## src/rtl/ifetch_unit_pkg.sv

```systemverilog
// pygmy_defs: shared fetch-path widths, entry layout and FSM encoding for PYGMY-V32I
package pygmy_defs;
    localparam int XLEN = 32;
    localparam int ILEN = 32;
    localparam int INSTR_ALIGN = 2;
    typedef struct packed {
        logic [XLEN-1:0] pc;
        logic [ILEN-1:0] instr;
    } fetch_entry_t;
    typedef enum logic {
        BOOT = 1'b0,
        RUN  = 1'b1
    } fetch_state_t;
endpackage

```

## src/rtl/ifetch_unit_if.sv

```systemverilog
// ifetch_unit_if: ROM port, redirect and decode handshake of the fetch stage
interface ifetch_unit_if #(parameter int DEPTH = 2);
    import pygmy_defs::*;
    logic [XLEN-1:0] rom_addr_o;
    logic [ILEN-1:0] rom_rdata_i;
    logic redirect_i;
    logic [XLEN-1:0] redirect_pc_i;
    logic instr_valid_o;
    logic [ILEN-1:0] instr_o;
    logic [XLEN-1:0] instr_pc_o;
    logic instr_ready_i;
    // prefetch occupancy, exported for observability
    logic [$clog2(DEPTH+1)-1:0] fifo_level;
    modport master (
        output rom_addr_o, instr_valid_o, instr_o, instr_pc_o, fifo_level,
        input rom_rdata_i, redirect_i, redirect_pc_i, instr_ready_i
    );
    modport slave (
        input rom_addr_o, instr_valid_o, instr_o, instr_pc_o, fifo_level,
        output rom_rdata_i, redirect_i, redirect_pc_i, instr_ready_i
    );
endinterface

```

## src/rtl/ifetch_unit_fifo.sv

```systemverilog
// fetch_fifo: prefetch buffer with head read from storage registers; flush wins over push/pop
module fetch_fifo #(
    parameter int DEPTH = 2,
    parameter int WIDTH = 64
) (
    input  logic clk_i,
    input  logic rst_i,
    input  logic flush,
    input  logic push,
    input  logic pop,
    input  logic [WIDTH-1:0] wdata,
    output logic [WIDTH-1:0] head,
    output logic full,
    output logic empty,
    output logic [$clog2(DEPTH+1)-1:0] count
);
    localparam int AW = $clog2(DEPTH);
    localparam int CW = $clog2(DEPTH+1);
    logic [WIDTH-1:0] mem [DEPTH];
    logic [AW-1:0] wr_ptr, rd_ptr;
    logic do_push, do_pop;
    assign full = count == CW'(DEPTH);
    assign empty = count == '0;
    assign do_pop = pop && !empty;
    // when full, a same-edge pop frees the slot the push lands in
    assign do_push = push && (!full || do_pop);
    assign head = mem[rd_ptr];
    always_ff @(posedge clk_i or posedge rst_i) begin
        if (rst_i) begin
            for (int i = 0; i < DEPTH; i++) mem[i] <= '0;
            wr_ptr <= '0;
            rd_ptr <= '0;
            count <= '0;
        end else if (flush) begin
            wr_ptr <= '0;
            rd_ptr <= '0;
            count <= '0;
        end else begin
            if (do_push) mem[wr_ptr] <= wdata;
            wr_ptr <= do_push ? wr_ptr + 1'b1 : wr_ptr;
            rd_ptr <= do_pop ? rd_ptr + 1'b1 : rd_ptr;
            count <= count + CW'(do_push) - CW'(do_pop);
        end
    end
endmodule

```

## src/rtl/ifetch_unit.sv

```systemverilog
// ifetch_unit: PYGMY-V32I fetch stage; fetch_pc/FSM drive the ROM, fetch_fifo feeds decode
module ifetch_unit
    import pygmy_defs::*;
#(
    parameter logic [XLEN-1:0] RESET_PC = 32'h0000_0000,
    parameter int DEPTH = 2
) (
    input logic clk_i,
    input logic rst_i,
    ifetch_unit_if.master bus
);
    localparam logic [XLEN-1:0] ALIGN_MASK = XLEN'((1 << INSTR_ALIGN) - 1);
    fetch_state_t state, state_next;
    logic [XLEN-1:0] fetch_pc;
    logic push, pop, full, empty;
    logic [$clog2(DEPTH+1)-1:0] count;
    fetch_entry_t head, wdata;
    always_ff @(posedge clk_i or posedge rst_i) begin
        if (rst_i) state <= BOOT;
        else state <= state_next;
    end
    always_comb state_next = (state == BOOT || bus.redirect_i) ? RUN : state;
    always_comb begin
        pop = bus.instr_valid_o && bus.instr_ready_i && !bus.redirect_i;
        push = state == RUN && !bus.redirect_i && (!full || pop);
        wdata = '{pc: fetch_pc, instr: bus.rom_rdata_i};
    end
    always_ff @(posedge clk_i or posedge rst_i) begin
        if (rst_i) fetch_pc <= RESET_PC;
        else if (bus.redirect_i) fetch_pc <= bus.redirect_pc_i & ~ALIGN_MASK;
        else if (push) fetch_pc <= fetch_pc + XLEN'(4);
    end
    fetch_fifo #(.DEPTH(DEPTH), .WIDTH(XLEN + ILEN)) u_fifo (
        .clk_i(clk_i),
        .rst_i(rst_i),
        .flush(bus.redirect_i),
        .push(push),
        .pop(pop),
        .wdata(wdata),
        .head(head),
        .full(full),
        .empty(empty),
        .count(count)
    );
    assign bus.rom_addr_o = fetch_pc;
    assign bus.instr_valid_o = !empty;
    assign bus.instr_o = head.instr;
    assign bus.instr_pc_o = head.pc;
    assign bus.fifo_level = count;
endmodule
```

## src/flat_wrapper.sv

```systemverilog
// flat-port wrapper written by rule: the top's interface ports become plain ports
module ifetch_unit_flat import pygmy_defs::*;
#(
    parameter logic [XLEN-1:0] RESET_PC = 32'h0000_0000,
    parameter int DEPTH = 2
)
  (clk_i, rst_i, bus_rom_addr_o, bus_instr_valid_o, bus_instr_o, bus_instr_pc_o, bus_fifo_level, bus_rom_rdata_i, bus_redirect_i, bus_redirect_pc_i, bus_instr_ready_i);
  ifetch_unit_if #(.DEPTH(DEPTH)) bus_i ();
  input logic clk_i;
  input logic rst_i;
  output wire logic [$bits(bus_i.rom_addr_o)-1:0] bus_rom_addr_o;
  output wire logic [$bits(bus_i.instr_valid_o)-1:0] bus_instr_valid_o;
  output wire logic [$bits(bus_i.instr_o)-1:0] bus_instr_o;
  output wire logic [$bits(bus_i.instr_pc_o)-1:0] bus_instr_pc_o;
  output wire logic [$bits(bus_i.fifo_level)-1:0] bus_fifo_level;
  input wire logic [$bits(bus_i.rom_rdata_i)-1:0] bus_rom_rdata_i;
  input wire logic [$bits(bus_i.redirect_i)-1:0] bus_redirect_i;
  input wire logic [$bits(bus_i.redirect_pc_i)-1:0] bus_redirect_pc_i;
  input wire logic [$bits(bus_i.instr_ready_i)-1:0] bus_instr_ready_i;
  assign bus_rom_addr_o = bus_i.rom_addr_o;
  assign bus_instr_valid_o = bus_i.instr_valid_o;
  assign bus_instr_o = bus_i.instr_o;
  assign bus_instr_pc_o = bus_i.instr_pc_o;
  assign bus_fifo_level = bus_i.fifo_level;
  assign bus_i.rom_rdata_i = bus_rom_rdata_i;
  assign bus_i.redirect_i = bus_redirect_i;
  assign bus_i.redirect_pc_i = bus_redirect_pc_i;
  assign bus_i.instr_ready_i = bus_instr_ready_i;
  ifetch_unit #(.RESET_PC(RESET_PC), .DEPTH(DEPTH)) u_core (.clk_i(clk_i), .rst_i(rst_i), .bus(bus_i));
endmodule
```

## config.mk

```make
export PLATFORM = sky130hd
export DESIGN_NAME = ifetch_unit_flat
export DESIGN_NICKNAME = d
export VERILOG_FILES = /design/src/rtl/ifetch_unit_pkg.sv /design/src/rtl/ifetch_unit_if.sv /design/src/rtl/ifetch_unit_fifo.sv /design/src/rtl/ifetch_unit.sv /design/src/flat_wrapper.sv
export SDC_FILE = /design/constraint.sdc
export NUM_CORES = 1
export LEC_CHECK = 0
export ABC_AREA = 1
export CAP_MARGIN = 15
export CORE_MARGIN = 4
export CORE_UTILIZATION = 51
export CTS_CLUSTER_DIAMETER = 100
export DETAILED_ROUTE_END_ITERATION = 8
export PLACE_DENSITY = 0.86
export RECOVER_POWER = 25
export SLEW_MARGIN = 20
export SYNTH_ARGS = -nofsm -noshare
export SYNTH_HDL_FRONTEND = slang
export SYNTH_SLANG_ARGS = --single-unit
```

## constraint.sdc

```tcl
create_clock -name clk_i -period 8.9 [get_ports clk_i]
set_input_delay 2.67 -clock clk_i [delete_from_list [all_inputs] [get_ports clk_i]]
set_output_delay 2.67 -clock clk_i [all_outputs]
set_load 0.005 [all_outputs]
```

=== Word-level counts from Yosys, hierarchy flattened ===
Index checks and enable logic that the tools add are counted.
Widths: inputs -> output; s select.

* Word-level logic and storage cells: 51
* Register bits: 165
* Bits of input ports: 68

* Eq/ne operators: 1
* Bitwise operators: 4
* Order comparisons: 3
* Add/sub/neg operators: 5
* Mux-type cells: 13
* Reduce and logical (&&, ||, !) cells: 18

{| class="wikitable"
|+ Operator list
! operator !! count
|-
| $mux 64 || 4
|-
| $bwmux 128 || 1
|-
| $demux 64 s1 || 1
|-
| $mux 32 || 2
|-
| $add 32x3->32 const B || 1
|-
| $logic_and 1x1->1 || 7
|-
| $reduce_bool 2->1 || 3
|-
| $ge 2x2->1 const B || 2
|-
| $mux 1 || 4
|-
| $not 1->2 || 2
|-
| $logic_not 1->1 || 3
|-
| $logic_or 1x1->1 || 3
|-
| $add 1x1->1 const B || 2
|-
| $add 2x1->2 || 1
|-
| $eq 2x2->1 const B || 1
|-
| $logic_not 2->1 || 1
|-
| $lt 2x1->1 const B || 1
|-
| $mux 2 || 1
|-
| $not 1->1 || 2
|-
| $reduce_and 2->1 || 1
|-
| $sub 2x1->2 || 1
|}

=== Logic depth before layout (Yosys ltp) ===
* Depth after elaboration: 10
* Mapped depth: 9
* Gate-level depth less buffers: 9

=== Modules after synthesis ===
From an unflattened synthesis, not the netlist that was laid out.

* Cells, all modules: 1169
* Area, all modules: 8607.0 um^2

{| class="wikitable"
|+ Modules (own cells, without submodules)
! module !! times used !! sequential area each (um^2) !! area each (um^2) !! cells an instance
|-
| fetch_fifo || 1 || 3303.2 || 6369.9 || 812
|-
| ifetch_unit || 1 || 775.7 || 2237.1 || 357
|}

=== Worst setup path before layout ===
OpenSTA, ideal clock, no wires.

* Kind: input-to-reg
* From: input bus_redirect_i
* To: register u_core.u_fifo.count[1]
* Arrival: 3.769 ns
* Data required time: 8.768 ns
* Stages on the path: 8
* Path buffers: 2
* Slack: 5.000 ns
* Cells stage by stage: buf_6 -> clkbuf_1 -> nor2_1 -> ha_1 -> inv_1 -> ha_1 -> xor2_1 -> nor2_1

* Word-level cells in the longest chain between the ends: 8
* Elaborated cells on any way between the ends: 11

{| class="wikitable"
|+ RTL lines
! element !! line !! RTL
|-
| start, declared || flat_wrapper.sv:17 || <nowiki>input wire logic [$bits(bus_i.redirect_i)-1:0] bus_redirect_i;</nowiki>
|-
| $logic_not 1->1 || ifetch_unit.sv:24, ifetch_unit.sv:25 ||
|-
| $logic_and 1x1->1 || ifetch_unit.sv:24 || <nowiki>pop = bus.instr_valid_o && bus.instr_ready_i && !bus.redirect_i;</nowiki>
|-
| $logic_or 1x1->1 or $logic_and 1x1->1 (tied branches) || ifetch_unit.sv:25, ifetch_unit_fifo.sv:24 ||
|-
| $logic_and 1x1->1 or $logic_or 1x1->1 (tied branches) || ifetch_unit.sv:25, ifetch_unit_fifo.sv:26 ||
|-
| $logic_and 1x1->1 || ifetch_unit_fifo.sv:26 || <nowiki>assign do_push = push && (!full || do_pop);</nowiki>
|-
| $add 2x1->2 || ifetch_unit_fifo.sv:42 || <nowiki>count <= count + CW'(do_push) - CW'(do_pop);</nowiki>
|-
| $sub 2x1->2 || ifetch_unit_fifo.sv:42 ||
|-
| $mux 2 * || ifetch_unit_fifo.sv:34 || <nowiki>end else if (flush) begin</nowiki>
|-
| end signal, assigned || ifetch_unit_fifo.sv:42 ||
|-
| end, declared || ifetch_unit_fifo.sv:15 || <nowiki>output logic [$clog2(DEPTH+1)-1:0] count</nowiki>
|}

Every way passes the cells marked *; elsewhere a longest branch is shown, timed or not.
A chain may end at the register's enable or synchronous reset.

==> flow_summary.json <==
{
  "run_status": "complete, but fails checks",
  "failed_checks": "max-capacitance violations, max-slew violations",
  "grt_pass1_wl_um": 31300,
  "cp_data_required_time_ns": 9.25,
  "critPathArrivalTime_ns": 6.39,
  "final_core_util": 0.673,
  "globalRouteTotalUtil": 0.218,
  "setup_viol": 0,
  "cts-root-buf": "sky130_fd_sc_hd__clkbuf_16",
  "vdd.ir_drop.worst_mv": 0.141,
  "die_area_um2": 17200,
  "path_max_fanout": 86,
  "synth_cell_types": 31,
  "port-buffer-count": 160,
  "layout-drive-gt1-share": 0.0481,
  "met3RoutedLength_um": 1060,
  "filler_cell_count": 1209,
  "post-route-worst-setup-slack_ns": 2.86,
  "final.min_clock_period_ns": 6.04,
  "worst_pin_slew_ns": 3.73,
  "routedWlPerCell_um": 13.9,
  "io_pins": 167,
  "rsz0062_at_grt": "false",
  "dp.final_hpwl_um": 12700,
  "cts.repair_timing.setup_buffer_count": 0,
  "globalRouteOverflowTotal": 0,
  "via_count_of_the_first_global_routing_pass": 6502,
  "grt_max_degree": 87,
  "fp-row-count": 44,
  "criticalPathCategory": "in2async",
  "detailroute.via_count": 6885,
  "antenna-diode-count": 0,
  "worst_setup_hold_path_clk_slew_ns": 0.06,
  "area_delta_synth_final_pct": 27.6,
  "ys_ff_latch": 159,
  "synth_area_per_cell_um2": 7.62,
  "hold_viol_final": 0,
  "grt_antenna_before_repair": 0,
  "finalClockSkew_ns": 0.00460,
  "drt-pass1-iter-count": 5,
  "routed-wl-met2_um": 8800,
  "dpl_worst_slack_ns": 3.60,
  "post_synth_inst_count": 1018,
  "netlist_area_before_placement_um2": 7750,
  "routed_wirelength_um": 18800,
  "core_area_um2": 14700,
  "cts_h_tree_lvls": 4,
  "final_net_count": 1226,
  "tritoncts": "done",
  "drtIter0Drc": 478,
  "power_density_nw_per_um2": 243,
  "met1_length_um": 8490,
  "drc": 0,
  "synth_sequential_area_ratio": 0.513,
  "power.static_leakage_nw": 4.89,
  "holdBufCountCts": 0,
  "die_y_um": 131,
  "postLayoutCellArea_um2": 9890,
  "final-max-slew-violation-count": 122,
  "ctsResizeCount": 0,
  "die-width_um": 131,
  "gp_congestion": 0.912,
  "detailed_place.area_um2": 9330,
  "max-clock-path-buffers": 2,
  "ys.warnings.count": 0,
  "fmax_ghz": 0.166,
  "tritoncts.num_buffers": 17,
  "routed_via_density": 5.10,
  "worst_skew_pair.late_latency_ns": 0.41,
  "cts_num_sinks": 159,
  "share_of_the_clock_period_used_by_the_worst_path": 0.679,
  "max_cap_viol_count": 2,
  "start_util": 0.527,
  "worstSetupEndpointType": "async pin",
  "totalPowerFinal_mw": 2.40,
  "fin_tns_setup_ns": 0,
  "startpoint_kind_of_the_worst_setup_timing_path": "input port",
  "drtAntennaViolNets": 0,
  "top_layer_used": "met4",
  "timing.max_slew.rel_slack": -1.50,
  "worstHoldPathType": "reg2reg"
}
## critical path, stage by stage
cell	delay [ns]
sky130_fd_sc_hd__dlygate4sd3_1	0.55
sky130_fd_sc_hd__clkinvlp_2	2.10
sky130_fd_sc_hd__buf_4	0.99
## metrics by stage
| step | std cells | hold slack [ns] |
|---|---|---|
| after floorplan | 1021 | 0.453 |
| after global placement | 1320 | 0.465 |
| after detailed placement | 1320 | 0.471 |
| after CTS | 1349 | 0.485 |
| after global routing | 1349 | 0.499 |
| final | 1349 | 0.481 |
## final timing paths
kind	start	endpoint	slack, ns	cells after the start
max	rst_i	u_core.u_fifo.rd_ptr	2.86	3
min	u_core.u_fifo.mem[63]	u_core.u_fifo.mem[63]	0.48	2
max reg2reg	u_core.state	u_core.u_fifo.mem[62]	6.28	8
min reg2reg	u_core.u_fifo.mem[63]	u_core.u_fifo.mem[63]	0.48	2
max in group clk_i	bus_redirect_i	u_core.u_fifo.mem[62]	2.90	9
min in group asynchronous	rst_i	u_core.u_fifo.mem[78]	3.84	2
## state kept, by name, indices dropped and copies added, names as in the netlist
register	cells
u_core.u_fifo.mem	124
u_core.u_fifo.wr_ptr	1
u_core.u_fifo.count	2
u_core.bus.rom_addr_o	30
u_core.u_fifo.rd_ptr	1
u_core.state	1
## cells in the final DEF, fill, tap and decap left out, types with 4 or more instances in the layout
cell type / Yosys / layout
sky130_fd_sc_hd__buf_4: 4 / 5
sky130_fd_sc_hd__inv_1: 93 / 92
sky130_fd_sc_hd__o21ai_1: 105 / 105
sky130_fd_sc_hd__nand2_1: 443 / 444
sky130_fd_sc_hd__nor2_1: 34 / 34
sky130_fd_sc_hd__o21ai_0: 41 / 41
sky130_fd_sc_hd__nor2_2: 6 / 6
sky130_fd_sc_hd__xor2_1: 4 / 4
sky130_fd_sc_hd__dlygate4sd3_1: 0 / 16
sky130_fd_sc_hd__clkbuf_8: 0 / 5
sky130_fd_sc_hd__o21ai_2: 5 / 5
sky130_fd_sc_hd__a21oi_1: 4 / 4
sky130_fd_sc_hd__clkdlybuf4s50_1: 0 / 144
sky130_fd_sc_hd__nand3_1: 46 / 46
sky130_fd_sc_hd__dfrtp_1: 159 / 158
sky130_fd_sc_hd__conb_1: 2 / 5
sky130_fd_sc_hd__clkbuf_16: 0 / 17
## Yosys cell counts, drive strengths merged
master / n / share of area
a21oi: 4 / 0.0026
buf: 33 / 0.033
clkbuf: 18 / 0.0087
clkinv: 1 / 0.00048
conb: 2 / 0.00097
dfrtp: 159 / 0.51
ha: 3 / 0.0048
inv: 96 / 0.047
nand2: 448 / 0.22
nand3: 46 / 0.030
nand4: 1 / 0.00081
nor2: 42 / 0.024
o211ai: 3 / 0.0029
o21ai: 151 / 0.10
o21bai: 2 / 0.0019
o221ai: 1 / 0.0011
o22ai: 1 / 0.00081
or2: 1 / 0.00081
xnor2: 2 / 0.0023
xor2: 4 / 0.0045
## kinds of logic (layout without fill, tap and decap cells)
logic type / count (synthesis) / count (layout) / share of synthesized area
AOI/OAI and AO/OA: 162 / 162 / 0.109
adders and majority gates: 3 / 3 / 0.00484
buffers and inverters: 148 / 292 / 0.0891
other: 2 / 5 / 0.000969
xor gates and xnor gates: 6 / 6 / 0.00678
DFF: 159 / 159 / 0.513
and+or+nand+nor: 538 / 538 / 0.276
## routing by layer
| metal | up-vias | global-route usage |
|---|---|---|
| li1 | 3444 | - |
| met1 | 3188 | 0.296 |
| met2 | 227 | 0.351 |
| met3 | 26 | 0.0443 |
| met4 | 0 | 0.0788 |
| met5 | - | 0 |
## power breakdown
| group | total, mW | internal [mW] | switching [mW] |
|---|---|---|---|
| combinational | 0.666 | 0.342 | 0.324 |
| clock | 0.711 | 0.444 | 0.267 |
| sequential | 1.02 | 0.911 | 0.114 |
## cell type report
cell class / instances / area [um2] / area share
Inverter: 97 / 370 / 0.0374
Sequential cell: 159 / 3980 / 0.402
Multi-Input combinational cell: 714 / 3090 / 0.312
Timing Repair Buffer: 166 / 1640 / 0.166
Clock inverter: 6 / 82.6 / 0.00835
Tap cell: 184 / 230 / 0.0233
Clock buffer: 23 / 498 / 0.0503
Power figures use the tool's default switching activity.
